`config.mk`:
```
export PLATFORM = sky130hd
export DESIGN_NAME = tinyalu_scheduler
export DESIGN_NICKNAME = d
export VERILOG_FILES = /design/src/rtl/tinyalu_pkg.sv /design/src/rtl/tinyalu_rr_arb.sv /design/src/rtl/tinyalu_scheduler.sv
export SDC_FILE = /design/constraint.sdc
export NUM_CORES = 1
export LEC_CHECK = 0
export CELL_PAD_IN_SITES_DETAIL_PLACEMENT = 1
export CELL_PAD_IN_SITES_GLOBAL_PLACEMENT = 1
export CORE_MARGIN = 4
export CORE_UTILIZATION = 27
export CTS_CLUSTER_SIZE = 12
export DETAILED_ROUTE_END_ITERATION = 16
export GPL_ROUTABILITY_DRIVEN = 0
export GPL_TIMING_DRIVEN = 0
export PLACE_DENSITY_LB_ADDON = 0.1
export SYNTH_ARGS = -nofsm -noshare
export SYNTH_HDL_FRONTEND = slang
export SYNTH_SLANG_ARGS = --single-unit
```
`constraint.sdc`:
```
create_clock -name clk_i -period 3 [get_ports clk_i]
set_input_delay 0.6 -clock clk_i [delete_from_list [all_inputs] [get_ports clk_i]]
set_output_delay 0.6 -clock clk_i [all_outputs]
set_load 0.01 [all_outputs]
```
`src/rtl/tinyalu_pkg.sv`:
```
// Shared TinyALU types: opcode encoding, scheduler FSM states and opcode helpers.
package tinyalu_pkg;

  typedef enum logic [2:0] {
    no_op  = 3'b000,
    add_op = 3'b001,
    and_op = 3'b010,
    xor_op = 3'b011,
    mul_op = 3'b100,
    rst_op = 3'b111
  } operation_t;

  typedef enum logic [2:0] {
    StIdle,
    StBusy,
    StNop,
    StAluRst,
    StResp
  } sched_state_t;

  // Encodings with no ALU meaning; answered with an error and never forwarded.
  localparam logic [2:0] IllegalOp5 = 3'b101;
  localparam logic [2:0] IllegalOp6 = 3'b110;

  function automatic logic is_alu_op(input logic [2:0] op);
    return (op == add_op) || (op == and_op) || (op == xor_op) || (op == mul_op);
  endfunction

endpackage

```
`src/rtl/tinyalu_rr_arb.sv`:
```
// Round-robin arbiter: one-hot grant searched upward from a registered pointer.
module tinyalu_rr_arb #(
  parameter int unsigned NumReq = 4,
  localparam int unsigned IdxW = $clog2(NumReq)
) (
  input  logic              clk_i,
  input  logic              rst_ni,
  input  logic [NumReq-1:0] req_i,
  input  logic              gnt_en_i,
  output logic [NumReq-1:0] gnt_o,
  output logic [IdxW-1:0]   gnt_idx_o,
  output logic [IdxW-1:0]   ptr_o
);

  logic [IdxW-1:0] ptr_q, ptr_d;
  logic            found;
  int unsigned     idx;

  always_comb begin
    gnt_o     = '0;
    gnt_idx_o = '0;
    found     = 1'b0;
    idx       = 0;
    for (int unsigned i = 0; i < NumReq; i++) begin
      idx = (32'(ptr_q) + i) % NumReq;
      if (!found && req_i[idx]) begin
        found     = 1'b1;
        gnt_idx_o = IdxW'(idx);
      end
    end
    if (found && gnt_en_i) begin
      gnt_o[gnt_idx_o] = 1'b1;
    end
  end

  always_comb begin
    ptr_d = ptr_q;
    if (found && gnt_en_i) begin
      ptr_d = IdxW'((32'(gnt_idx_o) + 1) % NumReq);
    end
  end

  always_ff @(posedge clk_i or negedge rst_ni) begin
    if (!rst_ni) begin
      ptr_q <= '0;
    end else begin
      ptr_q <= ptr_d;
    end
  end

  assign ptr_o = ptr_q;

endmodule

```
`src/rtl/tinyalu_scheduler.sv`:
```
// Shares one TinyALU among NumReq requesters: round-robin accept, start/done handshake,
// watchdog abort with ALU reset, and one-hot response back to the winner.
module tinyalu_scheduler
  import tinyalu_pkg::*;
#(
  parameter int unsigned NumReq    = 4,
  parameter int unsigned Timeout   = 16,
  parameter int unsigned RstCycles = 2
) (
  input  logic                   clk_i,
  input  logic                   rst_ni,
  input  logic [NumReq-1:0]      req_valid_i,
  input  logic [NumReq-1:0][7:0] req_a_i,
  input  logic [NumReq-1:0][7:0] req_b_i,
  input  logic [NumReq-1:0][2:0] req_op_i,
  output logic [NumReq-1:0]      req_ready_o,
  output logic [NumReq-1:0]      rsp_valid_o,
  output logic [15:0]            rsp_result_o,
  output logic                   rsp_error_o,
  output logic [7:0]             alu_a_o,
  output logic [7:0]             alu_b_o,
  output logic [2:0]             alu_op_o,
  output logic                   alu_start_o,
  output logic                   alu_reset_no,
  input  logic                   alu_done_i,
  input  logic [15:0]            alu_result_i
);

  localparam int unsigned IdxW = $clog2(NumReq);
  localparam int unsigned WdW  = $clog2(Timeout + 1);
  localparam int unsigned RcW  = $clog2(RstCycles + 1);

  sched_state_t    state_q, state_d;
  logic [IdxW-1:0] widx_q, widx_d;
  logic [7:0]      alu_a_q, alu_a_d;
  logic [7:0]      alu_b_q, alu_b_d;
  logic [2:0]      alu_op_q, alu_op_d;
  logic            alu_start_q, alu_start_d;
  logic            alu_rst_n_q, alu_rst_n_d;
  logic [15:0]     result_q, result_d;
  logic            err_q, err_d;
  logic [WdW-1:0]  wd_q, wd_d;
  logic [RcW-1:0]  rc_q, rc_d;

  logic [NumReq-1:0] gnt;
  logic [IdxW-1:0]   gnt_idx;
  logic [IdxW-1:0]   rr_ptr;
  logic              gnt_en;
  logic [2:0]        op_sel;

  // alu_rst_n_q is low only in reset and ALURST, so it also blocks a grant in the
  // first cycle after reset release.
  assign gnt_en = (state_q == StIdle) && alu_rst_n_q;

  tinyalu_rr_arb #(
    .NumReq(NumReq)
  ) u_arb (
    .clk_i    (clk_i),
    .rst_ni   (rst_ni),
    .req_i    (req_valid_i),
    .gnt_en_i (gnt_en),
    .gnt_o    (gnt),
    .gnt_idx_o(gnt_idx),
    .ptr_o    (rr_ptr)
  );

  always_comb begin
    state_d     = state_q;
    widx_d      = widx_q;
    alu_a_d     = alu_a_q;
    alu_b_d     = alu_b_q;
    alu_op_d    = alu_op_q;
    alu_start_d = alu_start_q;
    alu_rst_n_d = alu_rst_n_q;
    result_d    = result_q;
    err_d       = err_q;
    wd_d        = wd_q;
    rc_d        = rc_q;
    op_sel      = req_op_i[gnt_idx];

    unique case (state_q)
      StIdle: begin
        alu_rst_n_d = 1'b1;
        if (|gnt) begin
          widx_d   = gnt_idx;
          result_d = '0;
          err_d    = 1'b0;
          if (is_alu_op(op_sel)) begin
            alu_a_d     = req_a_i[gnt_idx];
            alu_b_d     = req_b_i[gnt_idx];
            alu_op_d    = op_sel;
            alu_start_d = 1'b1;
            wd_d        = '0;
            state_d     = StBusy;
          end else if (op_sel == no_op) begin
            alu_a_d     = req_a_i[gnt_idx];
            alu_b_d     = req_b_i[gnt_idx];
            alu_op_d    = op_sel;
            alu_start_d = 1'b1;
            state_d     = StNop;
          end else if (op_sel == rst_op) begin
            alu_rst_n_d = 1'b0;
            rc_d        = '0;
            state_d     = StAluRst;
          end else begin
            err_d   = 1'b1;
            state_d = StResp;
          end
        end
      end
      StBusy: begin
        if (alu_done_i) begin
          result_d    = alu_result_i;
          alu_start_d = 1'b0;
          state_d     = StResp;
        end else if (wd_q == WdW'(Timeout - 1)) begin
          alu_start_d = 1'b0;
          err_d       = 1'b1;
          alu_rst_n_d = 1'b0;
          rc_d        = '0;
          state_d     = StAluRst;
        end else begin
          wd_d = wd_q + 1'b1;
        end
      end
      StNop: begin
        alu_start_d = 1'b0;
        state_d     = StResp;
      end
      StAluRst: begin
        if (rc_q == RcW'(RstCycles - 1)) begin
          alu_rst_n_d = 1'b1;
          state_d     = StResp;
        end else begin
          rc_d = rc_q + 1'b1;
        end
      end
      StResp: begin
        state_d = StIdle;
      end
      default: begin
        state_d = StIdle;
      end
    endcase
  end

  always_ff @(posedge clk_i or negedge rst_ni) begin
    if (!rst_ni) begin
      state_q     <= StIdle;
      widx_q      <= '0;
      alu_a_q     <= '0;
      alu_b_q     <= '0;
      alu_op_q    <= no_op;
      alu_start_q <= 1'b0;
      alu_rst_n_q <= 1'b0;
      result_q    <= '0;
      err_q       <= 1'b0;
      wd_q        <= '0;
      rc_q        <= '0;
    end else begin
      state_q     <= state_d;
      widx_q      <= widx_d;
      alu_a_q     <= alu_a_d;
      alu_b_q     <= alu_b_d;
      alu_op_q    <= alu_op_d;
      alu_start_q <= alu_start_d;
      alu_rst_n_q <= alu_rst_n_d;
      result_q    <= result_d;
      err_q       <= err_d;
      wd_q        <= wd_d;
      rc_q        <= rc_d;
    end
  end

  always_comb begin
    rsp_valid_o = '0;
    if (state_q == StResp) begin
      rsp_valid_o[widx_q] = 1'b1;
    end
  end

  assign req_ready_o  = gnt;
  assign rsp_result_o = result_q;
  assign rsp_error_o  = err_q;
  assign alu_a_o      = alu_a_q;
  assign alu_b_o      = alu_b_q;
  assign alu_op_o     = alu_op_q;
  assign alu_start_o  = alu_start_q;
  assign alu_reset_no = alu_rst_n_q;

endmodule

```
==> impl_results.md <==
- Status: complete, no violations
- Worst-Margin Slew: 1.01 ns
- Max FO, Critical Path: 20
- Number of global-route vias before repair: 3693
- First DRT Iteration DRCs: 68
- Leakage power: 2.33 nW
- Final core occ: about 46%
- Initial antenna violation count: 0
- Nets: 621
- Synth Area in Adders: 2.79%
- Max-slew violation count: 0
- Synth Register Bits: 52
- Largest net degree at the start of global routing: 37
- Die area: 13400 µm²
- WS Path Type: flop to flop
- Xor/xnor cell area share of the yosys netlist: 0%
- Pre-antenna DRT Iters: 4
- Simple-gate area share of the yosys netlist: 22.6%
- First-pass GRT wire length: between 15 and 20 mm
- CTS tree: built
- Worst R2R Start: u_arb.ptr_o[0]
- Die height: 116 µm
- Clock transition at path regs: 0.07 ns
- N_diodes: 0
- Placed cell area: 4800 µm²
- CTS Root Buffer Type: clkbuf_16
- Largest family of logic cells by synthesized area: simple AND/OR/NAND/NOR gates
- Seq/Total Area, Yosys: between 40 and 50%
- Die width: approximately 120 µm
- Hpwl dp: around 8.5 mm
- Initial Util: between 20% and 30%
- Slew headroom: 31.9%
- R2r setup slk: 0.12 ns
- Drt total wl: roughly 12 mm
- Cts hold-fix bufs: 0
- Detailed-route via count: about 3200
- Clock buffer count from CTS: 5
- Fin crit share: 96.1%
- # rows: 39
- Area grow syn2layout: 67.9%
- Port-buffer cells: about 140
- Clock latency on the worst-skew pair: about 0.30 ns
- Proportion of layout cells with a drive suffix above 1: between 10% and 20%
- R2r worst-path depth: 12
- Fin worst setup slack: between 0.1 and 0.15 ns
- Final Hold Vio Count: 0
- Core area: 11400 µm²
- Startpoint Class: flop
- Power per standard cell area: about 1000 nW/µm²
- DRC Markers: 0
- Gate Count Post-Synth: 351
- Syn avg cell area: 8.93 µm²
- Vias/cell: 4.93
- Max-cap violation count: 0
- Drt wl/cell: 17.5 µm
- Finished layout cell area: 5260 µm²
- Syn. warnings: 0
- Crit path time final: 2.88 ns
- Cell area after synthesis: 3130 µm²
- Fillers: about 1300
- Cell variety after synth: 46
- Clock sink count: 52
- Max H-tree Level: 2
- Crit. End Element: flop
- Grt ovf: 0
- Mux contribution to synthesized area: around 9.1%
- Final setup violation count: 0
- Hold Path Class: input pin to async pin
- Clock Tree Buf Depth: 2
- VDD IR max: 0.371 mV
- Reg2reg end: alu_a_o[4]
- WP data required: 3.18 ns
- Place WS: -1.34 ns
- Gr usage total: between 10% and 20%
- Fraction of the mapped netlist area in compound gates: 19.6%
- I/O pin total: 145
- Clk_skew: 0.00579 ns
- Post-DRT Antenna Nets: 0
- Syn nets: between 400 and 500
- F_max: 347 MHz
- Crit path DAT: approximately 3 ns
## worst max-delay path by stage
stage              startpoint                to  cells past startpoint
6_report       u_arb.ptr_o[0]        alu_a_o[4]                     12
4_1_cts        req_valid_i[2]    req_ready_o[1]                      9
3_5_place_dp   req_valid_i[2]  rsp_result_o[12]                     14
2_1_floorplan  req_valid_i[2]        alu_a_o[5]                     12
3_3_place_gp   req_valid_i[2]  rsp_result_o[12]                     14
5_1_grt        u_arb.ptr_o[0]        alu_a_o[0]                     12
## timing repair
action                                  CTS  global route
buffers inserted                         11             2
pin swaps                                 3             4
gates resized for setup                  53            18
endpoints found under the hold margin     0             0
endpoints found under the setup margin   55            41
gates cloned                              1             1
## power by group
part	total [mW]	internal [mW]	switching [mW]
clock network	0.667	0.398	0.269
registers	1.30	1.05	0.246
logic	3.28	1.74	1.53
total	5.24	3.19	2.05
## cell usage after synthesis (all sizes together)
cell | number | area share (%)
nand3 | 14 | 2.2
inv | 13 | 1.6
nand2b | 4 | 0.80
o41ai | 1 | 0.28
nor2b | 3 | 0.60
nor3 | 7 | 1.1
a41oi | 1 | 0.28
a211oi | 3 | 1.0
clkbuf | 10 | 1.2
o22a | 1 | 0.28
and3b | 1 | 0.28
a31oi | 19 | 3.8
mux2 | 18 | 8.5
or3 | 1 | 0.20
and3 | 19 | 3.8
o31ai | 2 | 0.48
o21ai | 17 | 2.7
a22o | 16 | 4.5
ha | 7 | 2.8
a21oi | 15 | 2.4
nand2 | 76 | 9.1
or4 | 1 | 0.24
o31a | 1 | 0.28
nor3b | 2 | 0.48
nor2 | 16 | 1.9
a211o | 2 | 0.56
nor4 | 3 | 0.80
a2bb2oi | 1 | 0.28
o21bai | 2 | 0.60
o211ai | 1 | 0.24
and2 | 4 | 0.80
dfrtp | 52 | 42
nand4 | 1 | 0.20
a22oi | 2 | 0.64
mux2i | 2 | 0.64
buf | 8 | 1.6
o221ai | 2 | 0.56
a21o | 3 | 0.72
## sequential cells by signal, summed over array words and instances, names as in the netlist, 2 cells and up
register / flops
alu_a_o: 8
alu_b_o: 8
state_q: 3
alu_op_o: 3
rc_q: 2
widx_q: 2
u_arb.ptr_o: 2
wd_q: 5
rsp_result_o: 16
## through the flow
stage / TNS, ns / hold slack (ns) / cells / power [mW]
finish: 0 / 0.235 / 659 / 5.24
global route: -0.0251 / 0.272 / 659 / 5.64
CTS: -0.0442 / 0.251 / 656 / 5.19
detailed placement: -60.70 / 0.484 / 639 / 4.20
global placement: -75.53 / 0.479 / 638 / 4.13
floorplan: 0 / 0.304 / 351 / 2.98
## worst max-delay path, stage by stage, from the launching register on
cell and delay [ns]:
dfrtp_1 0.45, nand2b_1 0.26, a21oi_2 0.11, a211oi_4 0.28, inv_2 0.10, buf_12 0.16
ha_2 0.21, nor4_4 0.29, nand2b_4 0.20, o21bai_4 0.16, buf_6 0.14, buf_8 0.12
mux2_4 0.30
## kinds of logic (layout without fill, tap and decap cells)
kind of cell | after synthesis | count (layout)
AND/OR/NAND/NOR | 152 | 152
flip-flops | 52 | 52
adder cells (fa/ha/maj) | 7 | 7
buffers and inverters | 31 | 196
multiplexers | 20 | 20
AO/OA/AOI/OAI | 89 | 89
## cells in the final DEF, fill, tap and decap left out, drive strengths merged, types with 3 or more instances in the layout
cell type | synthesis | final
a21oi | 15 | 15
nand2 | 76 | 76
inv | 13 | 14
mux2 | 18 | 18
ha | 7 | 7
clkdlybuf4s50 | 0 | 135
a211oi | 3 | 3
nor4 | 3 | 3
nand2b | 4 | 4
buf | 8 | 22
and2 | 4 | 4
a31oi | 19 | 19
dfrtp | 52 | 52
nor3 | 7 | 7
clkdlybuf4s15 | 0 | 4
nand3 | 14 | 14
o21ai | 17 | 17
and3 | 19 | 19
nor2 | 16 | 16
nor2b | 3 | 3
clkbuf | 10 | 20
a22o | 16 | 16
a21o | 3 | 3
## cell type report
| type | instances | area (µm²) | share of cell area [%] |
|---|---|---|---|
| Buffer | 15 | 128 | 2.42 |
| Sequential cell | 52 | 1300 | 24.7 |
| Tap cell | 143 | 179 | 3.40 |
| Inverter | 13 | 53.8 | 1.02 |
| Clock buffer | 6 | 129 | 2.45 |
| Multi-Input combinational cell | 268 | 1830 | 34.8 |
| Timing Repair Buffer | 160 | 1600 | 30.4 |
| Clock inverter | 2 | 38.8 | 0.737 |
## per-layer routing
layer  GRT usage, %  up-vias  share of wire [%]
li1               -     1576                  -
met1           20.4     1575                 41
met2           31.3       89                 52
met3           4.91        7                6.7
met4           3.02        0               0.77
met5              0        -                  0
Note: power is estimated with default switching activity, not from simulation.
